`config.mk`:
```
export PLATFORM = sky130hd
export DESIGN_NAME = dm_banked_ram
export DESIGN_NICKNAME = d
export VERILOG_FILES = /design/src/rtl/dm_banked_ram_pkg.sv /design/src/rtl/dm_clear_seq.sv /design/src/rtl/dm_banked_ram.sv
export SDC_FILE = /design/constraint.sdc
export NUM_CORES = 2
export LEC_CHECK = 0
export ABC_AREA = 1
export CAP_MARGIN = 20
export CORE_MARGIN = 5
export CORE_UTILIZATION = 40
export CTS_CLUSTER_SIZE = 14
export DETAILED_ROUTE_END_ITERATION = 6
export GPL_ROUTABILITY_DRIVEN = 0
export HOLD_SLACK_MARGIN = 0.02
export PLACE_DENSITY = 0.66
export SLEW_MARGIN = 25
export SYNTH_ARGS = -nofsm -noshare
export SYNTH_HDL_FRONTEND = slang
export SYNTH_SLANG_ARGS = --single-unit
```
`constraint.sdc`:
```
create_clock -name clk -period 21.5 [get_ports clk]
set_clock_uncertainty 0.2 [all_clocks]
set_input_delay 3.225 -clock clk [delete_from_list [all_inputs] [get_ports clk]]
set_output_delay 3.225 -clock clk [all_outputs]
set_load 0.005 [all_outputs]
```
`src/rtl/dm_banked_ram_pkg.sv`:
```
// Shared types and defaults for the banked data memory.
// Holds the clear-sequencer state encoding and default widths.
package dm_banked_ram_pkg;

  localparam int DM_DATA_W = 16;
  localparam int DM_ADDR_W = 8;
  localparam int DM_BYTE_W = 8;

  typedef enum logic {
    DM_ST_CLEAR = 1'b0,
    DM_ST_READY = 1'b1
  } dm_state_t;

  function automatic int dm_idx_w(input int depth);
    return (depth > 1) ? $clog2(depth) : 1;
  endfunction

endpackage

```
`src/rtl/dm_clear_seq.sv`:
```
// Post-reset clear sequencer: walks every word once,
// then hands the write port to the user path.
module dm_clear_seq
  import dm_banked_ram_pkg::*;
#(
  parameter int ADDR_W = DM_ADDR_W,
  parameter int DEPTH  = 256,
  parameter int IDX_W  = dm_idx_w(DEPTH)
) (
  input  logic             clk,
  input  logic             reset,
  output logic             clr_we,
  output logic [IDX_W-1:0] clr_addr,
  output logic             busy
);

  localparam int LAST_I = DEPTH - 1;
  localparam logic [ADDR_W:0] LAST = LAST_I[ADDR_W:0];

  dm_state_t       state;
  logic [ADDR_W:0] cnt;

  always_ff @(posedge clk) begin
    if (!reset) begin
      state <= DM_ST_CLEAR;
      cnt   <= '0;
      busy  <= 1'b1;
    end else begin
      unique case (state)
        DM_ST_CLEAR: begin
          if (cnt == LAST) begin
            state <= DM_ST_READY;
            cnt   <= '0;
            busy  <= 1'b0;
          end else begin
            cnt <= cnt + 1'b1;
          end
        end
        DM_ST_READY: begin
          busy <= 1'b0;
        end
        default: begin
          state <= DM_ST_CLEAR;
          cnt   <= '0;
          busy  <= 1'b1;
        end
      endcase
    end
  end

  assign clr_we   = busy;
  assign clr_addr = cnt[IDX_W-1:0];

endmodule

```
`src/rtl/dm_banked_ram.sv`:
```
// Byte-lane data memory with registered read, range check
// and a self-clearing fill after reset.
module dm_banked_ram
  import dm_banked_ram_pkg::*;
#(
  parameter int DATA_W = DM_DATA_W,
  parameter int ADDR_W = DM_ADDR_W,
  parameter int DEPTH  = 256,
  parameter logic [DATA_W-1:0] INIT_VAL = '0
) (
  input  logic                   clk,
  input  logic                   reset,
  input  logic [ADDR_W-1:0]      addr,
  input  logic [DATA_W-1:0]      din,
  input  logic                   we,
  input  logic [DATA_W/8-1:0]    be,
  input  logic                   re,
  output logic [DATA_W-1:0]      dout,
  output logic                   dout_valid,
  output logic                   busy,
  output logic                   err
);

  localparam int NB    = DATA_W / DM_BYTE_W;
  localparam int IDX_W = dm_idx_w(DEPTH);
  localparam logic [ADDR_W:0] DEPTH_W = DEPTH[ADDR_W:0];

  logic [DATA_W-1:0] mem [0:DEPTH-1];

  logic              clr_we;
  logic [IDX_W-1:0]  clr_addr;
  logic              in_range;
  logic [IDX_W-1:0]  idx;
  logic [DATA_W-1:0] old_word;
  logic [DATA_W-1:0] merged;
  logic              usr_we;
  logic              wr_en;
  logic [IDX_W-1:0]  wr_idx;
  logic [DATA_W-1:0] wr_data;

  dm_clear_seq #(
    .ADDR_W (ADDR_W),
    .DEPTH  (DEPTH),
    .IDX_W  (IDX_W)
  ) u_clear (
    .clk      (clk),
    .reset    (reset),
    .clr_we   (clr_we),
    .clr_addr (clr_addr),
    .busy     (busy)
  );

  // Extra top bit keeps DEPTH == 2**ADDR_W from aliasing to zero.
  assign in_range = {1'b0, addr} < DEPTH_W;
  assign idx      = addr[IDX_W-1:0];
  assign old_word = mem[idx];

  for (genvar i = 0; i < NB; i++) begin : g_lane
    assign merged[i*8 +: 8] = be[i] ? din[i*8 +: 8]
                                    : old_word[i*8 +: 8];
  end

  assign usr_we = !busy && we && in_range && (|be);

  always_comb begin
    wr_en   = 1'b0;
    wr_idx  = idx;
    wr_data = merged;
    if (clr_we) begin
      wr_en   = 1'b1;
      wr_idx  = clr_addr;
      wr_data = INIT_VAL;
    end else if (usr_we) begin
      wr_en = 1'b1;
    end
  end

  always_ff @(posedge clk) begin
    if (wr_en) begin
      mem[wr_idx] <= wr_data;
    end
  end

  always_ff @(posedge clk) begin
    if (!reset) begin
      dout       <= '0;
      dout_valid <= 1'b0;
      err        <= 1'b0;
    end else if (busy) begin
      dout_valid <= 1'b0;
      err        <= 1'b0;
    end else begin
      err        <= (we || re) && !in_range;
      dout_valid <= re;
      if (re) begin
        // Write-first: a same-cycle write shows through on the read.
        if (!in_range) begin
          dout <= '0;
        end else if (we) begin
          dout <= merged;
        end else begin
          dout <= old_word;
        end
      end
    end
  end

endmodule

```
==> results.cfg <==
[grt]
grt_max_degree = 200
overflow = 0
grt_pass1_vias = 103000
grt_pass1_wl_mm = 690
antenna_found_initial = 14
gr-usage-all-layers_pct = 21.0

[critical_path]
cp-end-kind = flop
startpoint = addr[0]
path_class = in2reg
cp-start-kind = input pin
worstReg2RegStart = mem[174][2]
required_ns = 21.90
endpoint = mem[143][2]
rrSetupSlack_ns = 16.17
r2r-end = mem[143][2]
crit_arrival_ns = 10.61
cp_max_fo = 164
reg2regPathDepth = 12

[pwr]
powerDensity_mw_per_mm2 = 88.9
ir_drop_v = 0.0000701
p_leak_nw = 65.5

[logic_synthesis]
synth_top_family_by_area = simple AND/OR/NAND/NOR gates
async_reset_ff_share_pct = 0
ys_warn_count = 0
syn_nets = 13800
synth_edf_count = 4096
synth-adder-area-share_pct = 0.00751
synth_top_area_share_pct = 73.8
synth-compound-area-share_pct = 0.199
yosysTopAreaCell = edfxtp_1
ys_seq_elements = 4124
synthCells = 13800
yosys-top-cells-count = nand2_1, nand3_1, edfxtp_1
synthTopCellsByArea = edfxtp_1, nand3_1, nand2_1, buf_2, nor2_1
yosys.area_share.simple_pct = 22.5
ys.flop_type = edfxtp_1
yosysMostFrequentCell = nand2_1
synthMuxAreaShare_pct = 0
synth_xor_area_share_pct = 0.0263
seq_area_frac_synth_pct = 74.1
synth_area_per_cell_sq_um = 12.1
yosys.cell_types.count = 27
synthesis.area_sq_mm = 0.167

[clock_tree]
htree_levels = 5
cts_sinks = 4124
clk_latency_ns = 0.96
cts_made_buffers = 407
cts_buffer_depth = 4
path_clk_slew_ns = 0.06
cts_tree = built
postCtsSetupBuffers = 0
hold_buffers = 0
postCtsResizedCells = 0
cts-root-buf = clkbuf_16

[route]
drc = 4
via_per_inst = 5.62
drt-pass1-iter-count = 7
wl_mm = 470
ant_nets = 0
drt_iter0_markers = 15100
post_drt_wl_per_cell_um = 24.0
vias = 110000

[timing]
report.final.slew_viol_count = 0
final_hold_viol_count = 0
period_needed_ns = 10.21
setup_tns_ns = 0
slew_headroom_pct = 23.0
fmax_ghz = 0.0979
fin_hold_ws_ns = 0.265
worst_pin_slew_ns = 1.16
timing.final.crit_share_pct = 47.5
setup_viol = 0
grt_setup_unrepaired = false

[place]
postPlaceCellArea_sq_mm = 0.173
io_buffers = 47
dp_hpwl_mm = 256
dp_cells = 18800

[floorplanning]
die_w_um = 656
io-pin-count = 49
dieArea_sq_mm = 0.430
core-area_sq_mm = 0.416
initial_utilization_pct = 40.1
die_y_um = 656
rows = 237

[finish]
layout.nets = 13800
final_util_pct = 44.7
design_area_sq_mm = 0.186
ff_latch_area_sq_mm = 0.124
final_cells = 19600
syn2layout_area_growth_pct = 11.7
drive_gt1_share_pct = 7.76
multi_input_area_sq_mm = 0.0382
fillers = 36700

[run]
drv_cap = 0

[status]
status = complete, but fails checks
violations = design-rule violations

[worst_hold_path]
worstHoldPathType = reg2reg
[logic make-up (layout without fill, tap and decap cells)]
family | after synthesis | after routing
compound gates | 64 | 64
xor+xnor | 5 | 5
fa+ha+maj | 1 | 1
buf+inv | 980 | 1274
flops | 4124 | 4124
other cells | 1 | 9
simple gates | 8593 | 8593
[critical path, cell delays in order]
cell     delay (ns)
buf_16         0.32
buf_4          0.58
buf_4          0.71
buf_4          0.72
buf_4          0.59
nand2_1        0.09
nand3_1        0.11
nand3_1        0.08
nand3_1        0.11
nand3_1        0.08
nand3_1        0.19
nand3_1        0.34
nand3_1        0.56
nand3_1        0.28
a21oi_4        0.84
buf_4          0.67
buf_12         0.56
[registers in the layout (all words and copies together) (netlist names)]
| signal | count |
|---|---|
| dout | 16 |
| u_clear.cnt | 9 |
| u_clear.busy | 1 |
| mem | 4096 |
| dout_valid | 1 |
| u_clear.state | 1 |
[worst min path at each step]
stage / slack, ns / endpoint / cells after the start / startpoint
2_1_floorplan: 0.23 / u_clear.cnt[8] / 2 / u_clear.cnt[8]
3_3_place_gp: 0.24 / u_clear.cnt[8] / 2 / u_clear.cnt[8]
3_5_place_dp: 0.24 / u_clear.cnt[8] / 2 / u_clear.cnt[8]
4_1_cts: 0.27 / dout[6] / 2 / dout[6]
5_1_grt: 0.29 / u_clear.cnt[8] / 2 / u_clear.cnt[8]
6_report: 0.26 / u_clear.cnt[8] / 2 / u_clear.cnt[8]
[layout by cell type (no fill, tap or decap), types with 4 or more instances in the layout]
master and count:
nor2_2 13, a21oi_4 16, nand3_2 8, nor2_1 253
bufinv_16 35, buf_12 27, a21oi_1 35, clkdlybuf4s50_1 40
xor2_1 5, nand3_1 4100, nor2_4 11, edfxtp_1 4096
dfxtp_1 27, clkbuf_16 416, clkinvlp_4 10, nand2_1 4192
buf_16 8, diode_2 8, o21ai_0 9, nand2_2 8
clkinv_8 6, clkbuf_1 86, clkinv_1 98, inv_16 5
inv_1 24, clkinv_2 68, inv_6 12, buf_4 420
clkbuf_8 4
[stage by stage]
stage | setup slack (ns) | total power, mW
floorplan | 8.40 | 9.43
global placement | 10.19 | 9.71
detailed placement | 10.11 | 9.72
CTS | 11.11 | 16.6
global route | 11.02 | 17.0
finish | 11.29 | 16.6
[report_power, final]
| group | internal (mW) | leakage [nW] | total [mW] | switching (mW) |
|---|---|---|---|---|
| sequential | 8.71 | 38.7 | 8.72 | 0.00286 |
| combinational | 0.210 | 20.4 | 0.847 | 0.637 |
| clock | 3.98 | 6.33 | 6.99 | 3.01 |
[metal layers]
| layer | part of all wire (%) | GRT usage, % |
|---|---|---|
| met1 | 39 | 29.2 |
| met2 | 46 | 32.8 |
| met3 | 10 | 3.53 |
| met4 | 4.7 | 8.82 |
| met5 | 0.0074 | 0 |
[cell type report]
type	instances	share of cell area, %
tap	5497	3.69
inverter	31	0.0867
clock inverter	235	1.17
clock buffer	506	5.79
multi-input combinational	8664	20.5
antenna	8	0.0108
sequential	4124	66.4
timing repair buffer	502	2.36
(Power assumes the default switching activity.)
